**src/rtl/mem_stage_hs.sv**
```systemverilog
// Handshaked MEM stage: formats loads/stores for a variable-latency data memory, tracks LL/SC links, flags misalignment and timeouts.
// Latency: non-memory/misaligned/failed-SC ops reach WB 1 cycle after accept; memory ops 1 cycle after dm_ack (min 2 cycles).
// Backpressure: in_ready is low from the cycle after a memory op is accepted until the cycle after dm_ack or timeout.
module mem_stage_hs #(
   parameter int ADDR_W  = 32,
   parameter int REG_AW  = 5,
   parameter int TIMEOUT = 255
) (
   input  logic              CLK,
   input  logic              RESET,
   input  logic              in_valid,
   output logic              in_ready,
   input  logic [5:0]        in_op,
   input  logic [ADDR_W-1:0] in_addr,
   input  logic [31:0]       in_sdata,
   input  logic [REG_AW-1:0] in_wreg,
   input  logic              in_regwrite,
   input  logic              in_memread,
   input  logic              in_memwrite,
   output logic              dm_req,
   output logic              dm_we,
   output logic [ADDR_W-1:0] dm_addr,
   output logic [31:0]       dm_wdata,
   output logic [3:0]        dm_be,
   input  logic              dm_ack,
   input  logic [31:0]       dm_rdata,
   output logic              wb_valid,
   output logic [REG_AW-1:0] wb_reg,
   output logic              wb_regwrite,
   output logic [31:0]       wb_data,
   output logic              exc_align,
   output logic              exc_timeout
);

   localparam logic [5:0] OP_LB   = 6'b100001;
   localparam logic [5:0] OP_LBU  = 6'b101010;
   localparam logic [5:0] OP_LH   = 6'b101011;
   localparam logic [5:0] OP_LHU  = 6'b101100;
   localparam logic [5:0] OP_LW   = 6'b111101;
   localparam logic [5:0] OP_LL   = 6'b101000;
   localparam logic [5:0] OP_LWC1 = 6'b110101;
   localparam logic [5:0] OP_LWL  = 6'b101101;
   localparam logic [5:0] OP_LWR  = 6'b101110;
   localparam logic [5:0] OP_SB   = 6'b101111;
   localparam logic [5:0] OP_SH   = 6'b110000;
   localparam logic [5:0] OP_SW   = 6'b110001;
   localparam logic [5:0] OP_SC   = 6'b110110;
   localparam logic [5:0] OP_SWL  = 6'b110010;
   localparam logic [5:0] OP_SWR  = 6'b110011;

   // Last wait cycle index: dm_req stays up for exactly TIMEOUT cycles without an ack.
   localparam logic [15:0] TO_LAST = 16'(TIMEOUT - 1);

   typedef enum logic {S_IDLE, S_ACCESS} state_t;

   state_t              state_q;
   logic                in_ready_q;
   logic [15:0]         cnt_q;
   logic [5:0]          op_q;
   logic [1:0]          k_q;
   logic [31:0]         sdata_q;
   logic                rw_q;
   logic                sc_q;
   logic                link_valid_q;
   logic [ADDR_W-1:0]   link_addr_q;
   logic                dm_req_q;
   logic                dm_we_q;
   logic [ADDR_W-1:0]   dm_addr_q;
   logic [31:0]         dm_wdata_q;
   logic [3:0]          dm_be_q;
   logic                wb_valid_q;
   logic [REG_AW-1:0]   wb_reg_q;
   logic                wb_regwrite_q;
   logic [31:0]         wb_data_q;
   logic                exc_align_q;
   logic                exc_timeout_q;

   logic                ld_d;
   logic                st_d;
   logic                mem_d;
   logic                odd_d;
   logic                mis_d;
   logic                is_sc_d;
   logic                link_hit_d;
   logic [1:0]          k_d;
   logic [3:0]          be_d;
   logic [31:0]         wdata_d;
   logic [ADDR_W-1:0]   wa_d;

   assign in_ready    = in_ready_q;
   assign dm_req      = dm_req_q;
   assign dm_we       = dm_we_q;
   assign dm_addr     = dm_addr_q;
   assign dm_wdata    = dm_wdata_q;
   assign dm_be       = dm_be_q;
   assign wb_valid    = wb_valid_q;
   assign wb_reg      = wb_reg_q;
   assign wb_regwrite = wb_regwrite_q;
   assign wb_data     = wb_data_q;
   assign exc_align   = exc_align_q;
   assign exc_timeout = exc_timeout_q;

   // Big-endian load formatting: byte offset k lives at bits [31-8k -: 8].
   function automatic logic [31:0] fmt_load(input logic [5:0] op, input logic [1:0] k,
                                            input logic [31:0] rd, input logic [31:0] sd);
      logic [31:0] up;
      logic [31:0] dn;
      logic [31:0] m;
      up = rd << {k, 3'b000};
      dn = rd >> {(2'd3 - k), 3'b000};
      fmt_load = rd;
      case (op)
         OP_LB:   fmt_load = {{24{up[31]}}, up[31:24]};
         OP_LBU:  fmt_load = {24'd0, up[31:24]};
         OP_LH:   fmt_load = {{16{up[31]}}, up[31:16]};
         OP_LHU:  fmt_load = {16'd0, up[31:16]};
         OP_LWL: begin
            m = (32'd1 << {k, 3'b000}) - 32'd1;
            fmt_load = up | (sd & m);
         end
         OP_LWR: begin
            m = ~(32'hFFFF_FFFF >> {(2'd3 - k), 3'b000});
            fmt_load = dn | (sd & m);
         end
         default: fmt_load = rd;
      endcase
   endfunction

   // Decode the incoming op: load/store class, alignment, lane enables and lane-positioned data.
   always_comb begin
      k_d     = in_addr[1:0];
      ld_d    = 1'b0;
      st_d    = 1'b0;
      odd_d   = 1'b0;
      be_d    = 4'b0000;
      wdata_d = 32'd0;
      case (in_op)
         OP_LB, OP_LBU, OP_LWL, OP_LWR: ld_d = in_memread;
         OP_LH, OP_LHU: begin
            ld_d  = in_memread;
            odd_d = in_addr[0];
         end
         OP_LW, OP_LL, OP_LWC1: begin
            ld_d  = in_memread;
            odd_d = (k_d != 2'd0);
         end
         OP_SB: begin
            st_d    = in_memwrite;
            be_d    = 4'b1000 >> k_d;
            wdata_d = {4{in_sdata[7:0]}};
         end
         OP_SH: begin
            st_d    = in_memwrite;
            odd_d   = in_addr[0];
            be_d    = 4'b1100 >> k_d;
            wdata_d = {2{in_sdata[15:0]}};
         end
         OP_SW, OP_SC: begin
            st_d    = in_memwrite;
            odd_d   = (k_d != 2'd0);
            be_d    = 4'b1111;
            wdata_d = in_sdata;
         end
         OP_SWL: begin
            st_d    = in_memwrite;
            be_d    = 4'b1111 >> k_d;
            wdata_d = in_sdata >> {k_d, 3'b000};
         end
         OP_SWR: begin
            st_d    = in_memwrite;
            be_d    = 4'b1111 << (2'd3 - k_d);
            wdata_d = in_sdata << {(2'd3 - k_d), 3'b000};
         end
         default: ;
      endcase
      mem_d      = ld_d | st_d;
      mis_d      = mem_d & odd_d;
      is_sc_d    = st_d & (in_op == OP_SC);
      wa_d       = {in_addr[ADDR_W-1:2], 2'b00};
      link_hit_d = link_valid_q && (link_addr_q == wa_d);
   end

   // Stage FSM: accept in IDLE, hold the request stable in ACCESS, emit one registered WB pulse.
   always_ff @(posedge CLK or negedge RESET) begin
      if (!RESET) begin
         state_q       <= S_IDLE;
         in_ready_q    <= 1'b1;
         cnt_q         <= 16'd0;
         op_q          <= 6'd0;
         k_q           <= 2'd0;
         sdata_q       <= 32'd0;
         rw_q          <= 1'b0;
         sc_q          <= 1'b0;
         link_valid_q  <= 1'b0;
         link_addr_q   <= '0;
         dm_req_q      <= 1'b0;
         dm_we_q       <= 1'b0;
         dm_addr_q     <= '0;
         dm_wdata_q    <= 32'd0;
         dm_be_q       <= 4'd0;
         wb_valid_q    <= 1'b0;
         wb_reg_q      <= '0;
         wb_regwrite_q <= 1'b0;
         wb_data_q     <= 32'd0;
         exc_align_q   <= 1'b0;
         exc_timeout_q <= 1'b0;
      end else begin
         wb_valid_q    <= 1'b0;
         wb_regwrite_q <= 1'b0;
         exc_align_q   <= 1'b0;
         exc_timeout_q <= 1'b0;
         case (state_q)
            S_IDLE: begin
               if (in_valid && in_ready_q) begin
                  wb_reg_q <= in_wreg;
                  // Every SC consumes the link, whether or not it succeeds.
                  if (is_sc_d) link_valid_q <= 1'b0;
                  if (!mem_d || mis_d) begin
                     wb_valid_q    <= 1'b1;
                     wb_regwrite_q <= in_regwrite & ~mis_d;
                     wb_data_q     <= 32'(in_addr);
                     exc_align_q   <= mis_d;
                  end else if (is_sc_d && !link_hit_d) begin
                     wb_valid_q    <= 1'b1;
                     wb_regwrite_q <= in_regwrite;
                     wb_data_q     <= 32'd0;
                  end else begin
                     state_q    <= S_ACCESS;
                     in_ready_q <= 1'b0;
                     cnt_q      <= 16'd0;
                     op_q       <= in_op;
                     k_q        <= k_d;
                     sdata_q    <= in_sdata;
                     rw_q       <= in_regwrite;
                     sc_q       <= is_sc_d;
                     dm_req_q   <= 1'b1;
                     dm_we_q    <= st_d;
                     dm_addr_q  <= wa_d;
                     dm_be_q    <= be_d;
                     dm_wdata_q <= wdata_d;
                  end
               end
            end
            S_ACCESS: begin
               if (dm_ack) begin
                  state_q       <= S_IDLE;
                  in_ready_q    <= 1'b1;
                  dm_req_q      <= 1'b0;
                  wb_valid_q    <= 1'b1;
                  wb_regwrite_q <= rw_q;
                  if (sc_q)
                     wb_data_q <= 32'd1;
                  else if (!dm_we_q)
                     wb_data_q <= fmt_load(op_q, k_q, dm_rdata, sdata_q);
                  else
                     wb_data_q <= 32'({dm_addr_q[ADDR_W-1:2], k_q});
                  if (!dm_we_q && (op_q == OP_LL)) begin
                     link_valid_q <= 1'b1;
                     link_addr_q  <= dm_addr_q;
                  end
                  if (dm_we_q && (link_addr_q == dm_addr_q)) link_valid_q <= 1'b0;
               end else if (cnt_q == TO_LAST) begin
                  state_q       <= S_IDLE;
                  in_ready_q    <= 1'b1;
                  dm_req_q      <= 1'b0;
                  wb_valid_q    <= 1'b1;
                  wb_regwrite_q <= 1'b0;
                  wb_data_q     <= 32'({dm_addr_q[ADDR_W-1:2], k_q});
                  exc_timeout_q <= 1'b1;
               end else begin
                  cnt_q <= cnt_q + 16'd1;
               end
            end
            default: state_q <= S_IDLE;
         endcase
      end
   end

endmodule

```
**config.mk**
```make
export PLATFORM = sky130hd
export DESIGN_NAME = mem_stage_hs
export DESIGN_NICKNAME = d
export VERILOG_FILES = /design/src/rtl/mem_stage_hs.sv
export SDC_FILE = /design/constraint.sdc
export NUM_CORES = 1
export LEC_CHECK = 0
export CAP_MARGIN = 0
export CORE_MARGIN = 2
export CORE_UTILIZATION = 40
export CTS_CLUSTER_SIZE = 28
export DETAILED_ROUTE_END_ITERATION = 8
export PLACE_DENSITY = 0.68
export SYNTH_ARGS = -nofsm -noshare
export SYNTH_HDL_FRONTEND = slang
export SYNTH_SLANG_ARGS = --single-unit
```
**constraint.sdc**
```tcl
create_clock -name CLK -period 2.8 [get_ports CLK]
set_input_delay 0.56 -clock CLK [delete_from_list [all_inputs] [get_ports CLK]]
set_output_delay 0.56 -clock CLK [all_outputs]
set_load 0.05 [all_outputs]
```
After elaboration in Yosys (flattened, before gate mapping)
Cells that the tools add are included.

Shifts and indexed selects: 10. Add/sub/neg operators: 4. Equal/unequal tests: 35. Muxes and demuxes: 60. Bitwise gates (word level): 13. Reduce and logical (&&, ||, !) cells: 22.

Operator list (count): $mux 32 (7); $pmux 32 s6 (1); $pmux 32 s5 (1); $eq 6x6->1 const B (22); $mux 16 (5); $and 32x32->32 (2); $or 32x32->32 (2); $pmux 32 s2 (1); $shl 32x5->32 (2); $shr 32x5->32 (2); $eq 30x30->1 (2); $mux 1 (36); $not 32->32 (1); $pmux 16 s2 (1); $shl 1x5->32 const A (1); $shr 32x5->32 const A (1); $sub 32x1->32 const B (1); $pmux 4 s5 (1); $add 16x1->16 const B (1); $eq 16x8->1 const B (1); $ne 2x2->1 const B (7); $pmux 1 s2 (7); $reduce_and 4->1 (3); $shr 4x2->4 const A (3); other kinds (20) (33).

Word-level logic and storage cells: 165. Input port bits: 114. Bits in registers: 200.

Longest topological paths before layout
Gate-level depths: netlist (run 1).

Word-level depth: 10. Gate-level depth with buffers: 13.

Least setup slack after synthesis (run 1)
No wires, ideal clock.

Path kind: input-to-reg. Start: input in_op[4]. End: register wb_data_q[30], in the netlist wb_data[30]. Arrival time: 2.436 ns. Data required time: 2.675 ns. Path buffers: 3. Stages on the path: 10. Setup time: 0.125 ns. Path slack: 0.239 ns. Cell sequence: buf_2 > nand2b_1 > o32a_1 > o31ai_1 > nand3_1 > nand2_1 > a21o_1 > buf_2 > buf_2 > mux2_2.

Word-level cells in the longest chain between the ends: 9. Elaborated cells between the ends (all ways): 33. Those cells by class: 16 x eq/ne; 6 x mux; 3 x bitwise; 8 x reduce/logical.

Ends and longest elaborated chain: start: declaration (RTL line 13) `input logic [5:0] in_op,`; $eq 6x6->1 (on tied branches) (RTL line 137, 178); $reduce_or 9->1 (no source line) or $reduce_or 6->1 (tied branches); $mux 1 (RTL line 137) `case (in_op)`; $or 1x1->1 (RTL line 176) `mem_d = ld_d | st_d;`; $and 1x1->1 or $logic_not 1->1 (tied branches) (RTL line 177, 218); $logic_or 1x1->1 (RTL line 218) `if (!mem_d || mis_d) begin`; $mux 32 (RTL line 218); $mux 32 (RTL line 214) `if (in_valid && in_ready_q) begin`; $pmux 32 s2 (RTL line 212) `case (state_q)`; end signal: assignment (RTL line 221) `wb_data_q <= 32'(in_addr);`; end signal: assignment (RTL line 254) `wb_data_q <= fmt_load(op_q, k_q, dm_rdata, sdata_q);`; end signal: assignment (RTL line 256) `wb_data_q <= 32'({dm_addr_q[ADDR_W-1:2], k_q});`; end: declaration (RTL line 74) `logic [31:0] wb_data_q;`.

Parallel ways exist; a longest one is shown, timed or not. The select of a mux whose other input is x is not followed. A chain may end at the register's enable or synchronous reset.

Worst setup path after layout (run 1)
Start: input in_addr[6]. End: register dm_wdata_q[16], in the netlist dm_wdata[16].

Word-level cells in the longest chain between the ends: 6.

Ends and longest elaborated chain: start: declaration (RTL line 14) `input logic [ADDR_W-1:0] in_addr,`; $eq 30x30->1 (RTL line 180) `link_hit_d = link_valid_q && (link_addr_q == wa_d);`; $logic_and 1x1->1 (RTL line 180); $logic_not 1->1 (RTL line 223) `end else if (is_sc_d && !link_hit_d) begin`; $logic_and 1x1->1 (RTL line 223); $not 1->1 (no source line); $reduce_and 4->1 (no source line); end signal: assignment (RTL line 240) `dm_wdata_q <= wdata_d;`; end: declaration (RTL line 69) `logic [31:0] dm_wdata_q;`.

Every way passes these cells.

==> results of run 1 <==
## power groups by stage
stage	registers, mW	logic, mW	clock network [mW]
4_1_cts	4.27	5.92	2.57
2_1_floorplan	5.64	2.29	0
3_3_place_gp	4.30	5.81	0
3_5_place_dp	4.32	5.88	0
6_report	4.29	5.97	2.53
5_1_grt	4.38	6.28	2.67
## what timing repair did
action / CTS / global route
hold endpoints to repair: 0 / 0
resized for setup: 29 / 19
gates cloned: 4 / 4
pin swaps: 9 / 6
setup endpoints to repair: 123 / 143
buffers inserted: 5 / 3
## cells by family (layout without fill, tap and decap cells)
kind of cell	after synthesis	count (layout)
other	1	4
xor gates and xnor gates	75	75
muxes	231	231
buffers and inverters	118	461
AOI/OAI and AO/OA	288	288
adders and majority gates	3	3
and+or+nand+nor	268	268
DFF	200	200
## cells in the final DEF (no fill, tap or decap), types with 6 or more instances in the layout
master and instances:
nor3b_1 6, buf_4 147, nand2_1 81, inv_1 34, clkdlybuf4s50_1 196, a211o_1 8, and2_1 20, a31oi_1 17
dfrtp_1 197, a221o_1 25, a211oi_1 10, a21oi_1 83, mux4_2 12, mux2_2 61, mux2_4 97, mux2i_1 61
nor2_1 44, nand4_1 18, dlygate4sd2_1 17, nand2b_1 7, buf_12 11, a22oi_1 15, nand3_1 32, a22o_1 16
dlymetal6s2s_1 8, a32o_1 7, nor4_1 6, o21ai_0 46, o211ai_1 6, clkbuf_16 20, buf_16 6, xor2_1 27
a221oi_1 7, clkinv_8 7, and3_1 7, a222oi_1 11, xnor2_1 44, nor2b_1 11
## routing by layer
metal,track usage (%),vias to the layer above,routed length [um]
met2,40.99,464,20000
met1,35.54,5587,19280
met5,0,-,27
li1,-,5062,-
met4,7.355,4,967
met3,4.051,56,2588
## worst max-delay path: stages
cell	delay [ns]
dlygate4sd2_1	0.28
xor2_2	0.21
nor4_2	0.29
buf_4	0.17
nand2_4	0.05
nor4_4	0.29
buf_4	0.16
nor2_2	0.03
or3_4	0.44
buf_12	0.19
clkbuf_16	0.18
mux2_4	0.30
## per-stage QoR
stage / hold slack [ns] / util (%)
floorplan: 0.2644 / -
detailed placement: 0.4663 / 51.86
global route: 0.1280 / 55.00
global placement: 0.4658 / 51.86
CTS: 0.1125 / 54.37
finish: 0.08600 / 55.01
## worst paths after layout
check                      slack (ns)                  endpoint                        from
min                              0.09      cnt_q[8]$_DFFE_PN0P_                       RESET
min reg2reg                      0.48     wb_reg[3]$_DFFE_PN0P_       wb_reg[3]$_DFFE_PN0P_
max                             -0.04  dm_wdata[16]$_DFFE_PN0P_                  in_addr[6]
max in group asynchronous        1.91    wb_data[9]$_DFFE_PN0P_                       RESET
max reg2reg                     -0.01  dm_wdata[16]$_DFFE_PN0P_  link_addr_q[6]$_DFFE_PN0P_
min in group CLK                 0.46    dm_addr[5]$_DFFE_PN0P_                  in_addr[5]
## final cells by class
type | count | area (um^2) | area share, %
diodes | 2 | 5.005 | 0.02890
clock buffers | 17 | 425.4 | 2.457
clock inverters | 15 | 185.2 | 1.069
inverters | 35 | 131.4 | 0.7587
multi-input cells | 867 | 7197 | 41.56
flip-flops and latches | 200 | 5009 | 28.93
well taps | 402 | 503.0 | 2.905
repair buffers | 394 | 3860 | 22.29
==> key figures, run 1 <==
Run status
  – Status: finished, violations left
  – Failing checks: setup timing

Synthesis
  – Ys async rst share: 100.0%
  – EDFF count, synth: 0
  – Adder-Cell Fraction of Synth Area: 0.2946%
  – Fraction of the yosys area taken by sequential cells: 39.28%
  – Synth warnings: 0
  – Cell count after synthesis: 1184
  – Synth cell count leaders: dfrtp_1, mux2_4, a21oi_1
  – Mux contribution to synthesized area: 23.73%
  – Mapped Area: 12740 um^2
  – Syn Area/Cell: 10.76 um^2
  – Flop and latch count out of synthesis: 200
  – Post-synth top area share: 39.08%
  – Post-Synth Simple-Gate Area: a little over a tenth
  – Xor/xnor share of the synthesized area: 5.155%
  – Largest area contributor in the netlist: dfrtp_1
  – Main combinational cell family by area after synthesis: multiplexers
  – Count leader, synth: dfrtp_1
  – Synth area leaders: dfrtp_1, mux2_4, mux2_2, mux2i_1, a21oi_1
  – Synth Area in Compound Gates: 15.61%
  – Main synth FF type: dfrtp_1
  – Cell variety after synth: 77

Clock network
  – Root buf cell: clkbuf_16
  – Total CTS buffers: 17
  – Worst skew pair latency: 0.45 ns
  – Clock sink count: 200
  – Hold Buf Count CTS: 0
  – CTS HTree Levels: 4
  – CTS tree: done
  – Reg clk slew, reported paths: 0.08 ns
  – CTS Buffer Depth: 2

Worst setup path
  – Worst Reg-to-Reg Cells: 11
  – CP Launch Type: input pin
  – Setup crit end kind: flop
  – Largest fanout on the critical path: 8
  – Required time of the critical path: roughly 3.1 ns
  – Worst Path Arrival: 3.16 ns
  – CP Class: in2reg

Floorplanning
  – Die Ht: 182.5 um
  – Initial core utilization: 40.49%
  – Die Area: 33300 um^2
  – Core Box Area: about 31000 um^2
  – # rows: 65
  – Die Width: 182.5 um
  – I/O Pins: 226

Power and ir drop
  – Gate power share: 46.7%
  – Psw: 5.503 mW
  – Leak: 8.017 nW
  – Sequential share of power: 33.5%
  – Clk pwr share: 19.8%
  – Power Dens Cells: approximately 740 nW/um^2
  – Final Power: 12.79 mW
  – Sw Share: between 40% and 50%
  – Peak VDD IR: 0.0004680 V
  – Int Pwr: approximately 7.3 mW

Timing
  – Final worst slack: -0.03867 ns
  – Final number of hold-violating endpoints: 0
  – RSZ-0062 raised after global routing: yes
  – Setup TNS: -0.9712 ns
  – Tmin final: 2.839 ns
  – Slew HR: 55.86%
  – Period Utilization, post-route: 101.4%
  – Finish-stage setup viols: 57
  – Final Max Tran Viols: 0
  – Worst-margin pin slew: 0.6596 ns
  – Worst Skew: 0.01293 ns
  – Fmax: 352.3 MHz

Global route
  – GRT Total Usage: 25.48%
  – First-pass GRT wire length: 65710 um
  – Largest net degree at the start of global routing: 61
  – Vias in the first global route: 11150
  – Initial antenna violation count: 4
  – Total gr overflow: 0

Layout
  – Layout cells sized above 1: a little over a quarter
  – Fillers: 2700
  – Area Growth Syn to Fin: 35.88%
  – Nets: 1632
  – Final std cells w/o fill: 1932
  – Final Cell Area: 17320 um^2

Placed design
  – Port Buf Inserts: 223
  – Post-placement setup slack: -0.6657 ns
  – Area post-placement: 16320 um^2
  – Placed cells: 1883
  – DPL Wire Length: 31900 um
  – Placer Congestion: ~0.94

Min path
  – Worst min path class: in2async

Routing
  – Detailed-route DRC error count: 0
  – DRT Wirelength: 42860 um
  – Drt first pass iters: 8
  – Initial DRC Count: 1249
  – Routed Antenna Nets: 0
  – Drt via density: 5.783
  – Via count: between 10000 and 15000
  – DR WL/cell: 22.18 um

Flow run
  – MaxCap Viol Count: 0
Power figures use the tool's default switching activity.
==> inputs of run 2 (changes only) <==
Settings changed: HOLD_SLACK_MARGIN from default to 0.05.
Clock period 2.8 ns to 2.65 ns, I/O delays scaled along.
==> key figures, run 2 (same netlist as run 1, synthesis figures left out) <==
Placed design
  – Placer Congestion: 0.9522 (+0.87%)
  – Port Buf Inserts: 223 (unchanged)
  – Post-placement setup slack: -0.7714 ns (-0.1057 ns)
  – DPL Wire Length: 32740 um (+2.6%)

Flow run
  – MaxCap Viol Count: 0 (unchanged)

Floorplanning
  – Initial core utilization: 40.49% (unchanged)
  – # rows: 65 (unchanged)
  – Die Area: 33300 um^2 (unchanged)
  – Die Ht: 182.5 um (unchanged)
  – Die Width: 182.5 um (unchanged)
  – I/O Pins: 226 (unchanged)
  – Core Box Area: 31470 um^2 (unchanged)

Worst setup path
  – Required time of the critical path: 2.97 ns (-0.15 ns)
  – R2R Path Start: link_addr_q[24]$_DFFE_PN0P_
  – Setup crit end kind: flop
  – CP endpoint: rw_q$_DFFE_PN0P_
  – Worst r2r dst: rw_q$_DFFE_PN0P_
  – Worst Setup SP: in_addr[12]
  – Largest fanout on the critical path: 7 (-1)
  – Worst Path Arrival: 3.16 ns (about the same)
  – Flop-to-flop setup slack: -0.15 ns (-0.14 ns)
  – CP Launch Type: input pin
  – Worst Reg-to-Reg Cells: 11 (unchanged)
  – CP Class: in2reg

Global route
  – Largest net degree at the start of global routing: 60 (-1.6%)
  – GRT Total Usage: 25.88% (+0.40 points)
  – First-pass GRT wire length: 66250 um (+0.83%)
  – Total gr overflow: 0 (unchanged)
  – Vias in the first global route: 11210 (+0.58%)
  – Initial antenna violation count: 5 (+1)

Power and ir drop
  – Clk pwr share: 19.2% (-0.6 points)
  – Power Dens Cells: 760.7 nW/um^2 (+3.0%)
  – Final Power: 13.71 mW (+7.2%)
  – Psw: 5.847 mW (+6.3%)
  – Peak VDD IR: 0.0004944 V (+5.6%)
  – Leak: 8.427 nW (+5.1%)
  – Sw Share: 42.66% (-0.36 points)
  – Sequential share of power: 32.8% (-0.7 points)
  – Gate power share: 48.0% (+1.3 points)
  – Int Pwr: 7.859 mW (+7.8%)

Timing
  – Tmin final: 2.842 ns
  – Final worst slack: -0.1916 ns (-0.1529 ns)
  – Slew HR: 57.05% (+1.2 points)
  – Worst-margin pin slew: 0.6383 ns (-0.02131 ns)
  – RSZ-0062 raised after global routing: yes
  – Fmax: 351.9 MHz
  – Finish-stage setup viols: 115 (+100%)
  – Worst Skew: 0.01374 ns (+0.0008116 ns)
  – Final Max Tran Viols: 0 (unchanged)
  – Final number of hold-violating endpoints: 0 (unchanged)
  – Period Utilization, post-route: 107.2%
  – Hold_ws: 0.06663 ns (-0.01936 ns)

Clock network
  – Root buf cell: clkbuf_16
  – Hold Buf Count CTS: 0 (unchanged)
  – Worst skew pair latency: 0.44 ns (about the same)
  – Total CTS buffers: 17 (unchanged)
  – Reg clk slew, reported paths: 0.08 ns (about the same)
  – Clock sink count: 200 (unchanged)
  – CTS tree: done
  – CTS HTree Levels: 4 (unchanged)
  – CTS Buffer Depth: 2 (unchanged)

Routing
  – Routed Antenna Nets: 0 (unchanged)
  – Drt via density: 5.740 (-0.75%)
  – Detailed-route DRC error count: 0 (unchanged)
  – DRT Wirelength: 44340 um (+3.5%)
  – DR WL/cell: 22.21 um (about the same)
  – Via count: 11460 (+2.6%)
  – Drt first pass iters: 6 (-2)
  – Initial DRC Count: 1101 (-12%)

Run status
  – Status: finished, violations left
  – Failing checks: setup timing

Layout
  – Most frequent cells in the layout: buf_4, clkdlybuf4s50_1, dfrtp_1, mux2_4, a21oi_1
  – Area Growth Syn to Fin: 41.39%
  – Nets: 1698 (+4.0%)
  – Most common cell after layout, fill and taps aside: buf_4
  – Layout cells sized above 1: 30.55% (+4.2 points)
  – Fillers: 2670 (-1.1%)

Min path
  – Worst min path class: in2async
-- run 2: cell count changes in the layout (fill, tap and decap cells not counted), moves of 3 or more --
cell           previous run  this run
clkinv_8                  7         3
buf_12                   11        16
clkbuf_16                20        23
and2_1                   20         6
buf_6                     3         6
clkinv_4                  1         4
buf_16                    6         9
and2_4                    0        14
buf_4                   147       199
dlygate4sd2_1            17        14
-- run 2: how the worst min path moves through the flow --
stage,start,cells past startpoint,end,slack [ns]
2_1_floorplan,RESET,0,cnt_q[0]$_DFFE_PN0P_,0.23
3_3_place_gp,wb_reg[4]$_DFFE_PN0P_,2,wb_reg[4]$_DFFE_PN0P_,0.47
3_5_place_dp,wb_reg[0]$_DFFE_PN0P_,2,wb_reg[0]$_DFFE_PN0P_,0.47
4_1_cts,RESET,1,cnt_q[13]$_DFFE_PN0P_,0.07
5_1_grt,RESET,1,cnt_q[12]$_DFFE_PN0P_,0.08
6_report,RESET,1,link_addr_q[31]$_DFFE_PN0P_,0.07
-- run 2: cell type report --
| class | count | area (um^2) | area share (%) |
|---|---|---|---|
| Multi-Input combinational cell | 867 | 7254 | 40.26 |
| Sequential cell | 200 | 5010 | 27.80 |
| Timing Repair Buffer | 460 | 4533 | 25.16 |
| Tap cell | 402 | 503.0 | 2.791 |
| Clock buffer | 17 | 425.4 | 2.361 |
| Clock inverter | 15 | 158.9 | 0.8819 |
| Inverter | 35 | 131.4 | 0.7291 |
| Antenna cell | 1 | 2.502 | 0.01389 |
-- run 2: critical path, cell delays in order --
cell,delay [ns]
clkdlybuf4s50_1,0.47
xor2_1,0.22
nor4_2,0.25
nand2_4,0.08
nor4_4,0.29
buf_4,0.17
nor2_4,0.03
or3_4,0.43
buf_12,0.18
clkbuf_16,0.18
mux2_4,0.30
-- run 2: through the flow --
step	util (%)	instance area, um^2	instances	TNS, ns
floorplan	-	12750	1185	0
global placement	53.31	16780	1942	-104.58
detailed placement	53.31	16780	1942	-106.57
CTS	56.10	17660	1985	-13.72
global route	57.24	18020	1996	-23.39
finish	57.25	18020	1997	-16.88
-- run 2: timing repair --
action | CTS | global route
setup endpoints to repair | 148 | 157
pin swaps | 8 | 9
gates cloned | 5 | 7
gates resized for setup | 37 | 43
setup buffers | 6 | 4
-- run 2: routing by layer --
layer / vias to the layer above / global-route usage (%) / part of all wire (%)
met5: - / 0 / 0.11
met3: 66 / 4.291 / 7.4
li1: 5192 / - / -
met4: 8 / 8.419 / 2.9
met1: 5628 / 35.52 / 44
met2: 568 / 41.73 / 46
-- run 2: power by group through the flow --
stage	clock, mW	combinational (mW)	sequential [mW]
2_1_floorplan	0	2.42	5.96
3_3_place_gp	0	6.32	4.51
3_5_place_dp	0	6.39	4.53
4_1_cts	2.67	6.46	4.48
5_1_grt	2.79	6.91	4.59
6_report	2.63	6.58	4.50
==> inputs of run 3 (changes only) <==
Settings changed: CTS_CLUSTER_SIZE 28 to default.
Clock period 2.65 ns to 3.4 ns, I/O delays scaled along.
==> key figures, run 3 (same netlist as run 1, synthesis figures left out) <==
Timing
  – Worst Skew: 0.01313 ns (-0.0006153 ns)
  – Fmax: 320.8 MHz
  – Finish-stage setup viols: 0 (-100%)
  – Tmin final: 3.117 ns
  – RSZ-0062 raised after global routing: no
  – Final number of hold-violating endpoints: 0 (unchanged)
  – Final Max Tran Viols: 0 (unchanged)
  – Worst-margin pin slew: 0.7923 ns (+0.1539 ns)
  – Final worst slack: 0.2831 ns (+0.4747 ns)
  – Slew HR: 46.99% (-10 points)
  – Hold_ws: 0.2082 ns (+0.1416 ns)
  – Period Utilization, post-route: 91.67%

Worst setup path
  – Setup crit end kind: flop
  – Worst Reg-to-Reg Cells: 9 (-2)
  – Largest fanout on the critical path: 54 (+47)
  – Worst Path Arrival: 3.44 ns (+0.28 ns)
  – Required time of the critical path: 3.72 ns (+0.75 ns)
  – CP endpoint: dm_addr[11]$_DFFE_PN0P_
  – Worst Setup SP: in_addr[24]
  – Worst r2r dst: wb_data[17]$_DFFE_PN0P_
  – CP Class: in2reg
  – R2R Path Start: k_q[1]$_DFFE_PN0P_
  – CP Launch Type: input pin
  – Flop-to-flop setup slack: 0.42 ns (+0.57 ns)

Layout
  – Fillers: 2792 (+4.6%)
  – Layout cells sized above 1: 20.97% (-9.6 points)
  – Nets: 1544 (-9.1%)
  – Post-layout util: 51.76% (-5.5 points)
  – Area Growth Syn to Fin: 27.83%
  – Final std cells w/o fill: 1842 (-7.8%)
  – Most frequent cells in the layout: clkdlybuf4s50_1, dfrtp_1, mux2_4, a21oi_1, nand2_1
  – Most common cell after layout, fill and taps aside: clkdlybuf4s50_1
  – Antenna cells: 0 (-1)

Floorplanning
  – Die Area: 33300 um^2 (unchanged)
  – Die Ht: 182.5 um (unchanged)
  – # rows: 65 (unchanged)
  – Initial core utilization: 40.49% (unchanged)
  – Core Box Area: 31470 um^2 (unchanged)
  – Die Width: 182.5 um (unchanged)
  – I/O Pins: 226 (unchanged)

Run status
  – Status: finished, final reports clean

Min path
  – Worst min path class: in2async

Clock network
  – Worst skew pair latency: 0.44 ns (about the same)
  – Clock sink count: 200 (unchanged)
  – Post-CTS Resized: 0 (-100%)
  – CTS HTree Levels: 4 (unchanged)
  – Setup Fix Bufs, Post-CTS: 0 (-6)
  – CTS Buffer Depth: 2 (unchanged)
  – CTS tree: done
  – Hold Buf Count CTS: 0 (unchanged)
  – Total CTS buffers: 17 (unchanged)
  – Root buf cell: clkbuf_16
  – Reg clk slew, reported paths: 0.08 ns (about the same)

Power and ir drop
  – Final Power: 10.35 mW (-25%)
  – Power Dens Cells: 635.2 nW/um^2 (-16%)
  – Peak VDD IR: 0.0003806 V (-23%)
  – Leak: 7.320 nW (-13%)

Global route
  – GRT Total Usage: 24.48% (-1.4 points)
  – Initial antenna violation count: 3 (-2)
  – Vias in the first global route: 10460 (-6.7%)
  – Largest net degree at the start of global routing: 70 (+17%)
  – Total gr overflow: 0 (unchanged)
  – First-pass GRT wire length: 63250 um (-4.5%)

Routing
  – DRT Wirelength: 40980 um (-7.6%)
  – Initial DRC Count: 994 (-9.7%)
  – Drt via density: 5.819 (+1.4%)
  – Drt first pass iters: 7 (+1)
  – DR WL/cell: 22.25 um (+0.19%)
  – Detailed-route DRC error count: 0 (unchanged)
  – Routed Antenna Nets: 0 (unchanged)
  – Via count: 10720 (-6.5%)

Placed design
  – Port Buf Inserts: 223 (unchanged)
  – Placed cells: 1810 (-6.8%)
  – DPL Wire Length: 30790 um (-6.0%)
  – Post-placement setup slack: -0.1548 ns (+0.6166 ns)
  – Placer Congestion: 0.9520 (about the same)

Flow run
  – MaxCap Viol Count: 0 (unchanged)
==> run 3: cell types whose count changed in the layout (fill, tap and decap cells not counted), sizes merged <==
| cell | delta |
|---|---|
| buf | -148 |
| bufinv | +1 |
| clkbuf | -6 |
| clkdlybuf4s50 | +24 |
| clkinv | -2 |
| diode | -1 |
| dlygate4sd2 | -14 |
| dlymetal6s2s | -10 |
| inv | +1 |
==> run 3: worst min-delay path by stage <==
stage                             to                   from  slack [ns]
3_3_place_gp   wb_reg[3]$_DFFE_PN0P_  wb_reg[3]$_DFFE_PN0P_        0.47
2_1_floorplan   cnt_q[0]$_DFFE_PN0P_                  RESET        0.38
3_5_place_dp   wb_reg[1]$_DFFE_PN0P_  wb_reg[1]$_DFFE_PN0P_        0.47
4_1_cts        exc_timeout$_DFF_PN0_                  RESET        0.22
6_report       cnt_q[11]$_DFFE_PN0P_                  RESET        0.21
5_1_grt         cnt_q[5]$_DFFE_PN0P_                  RESET        0.24
==> run 3: metal layers <==
layer	global-route usage [%]	vias up	wire length, um
met5	0	-	46
met4	7.419	6	966
met2	37.63	460	18330
met3	4.430	63	2828
li1	-	4886	-
met1	35.13	5304	18810
==> run 3: critical path: stages <==
cell and delay, ns:
clkdlybuf4s50_1 0.45, xor2_1 0.21, nor4_1 0.28, buf_4 0.15, nand2_1 0.05, nor4_2 0.34
buf_4 0.17, nor2_1 0.05, or3_4 0.45, buf_12 0.24, mux2_4 0.33
==> run 3: cell type report <==
type / instances / area (um^2) / area share [%]
Multi-Input combinational cell: 867 / 7102 / 43.60
Tap cell: 402 / 503.0 / 3.088
Sequential cell: 200 / 5009 / 30.75
Clock buffer: 17 / 425.4 / 2.612
Clock inverter: 15 / 177.7 / 1.091
Inverter: 35 / 131.4 / 0.8065
Timing Repair Buffer: 306 / 2942 / 18.06
==> run 3: stage by stage <==
step	cell area [um^2]	setup TNS (ns)
after floorplan	12750	0
after detailed placement	15690	-13.77
after global placement	15690	-14.87
final	16290	0
after CTS	16290	0
after global routing	16290	0
==> run 3: power by group <==
| group | internal [mW] | switching, mW |
|---|---|---|
| combinational | 1.94 | 2.77 |
| clock | 1.06 | 1.03 |
| sequential | 2.93 | 0.610 |
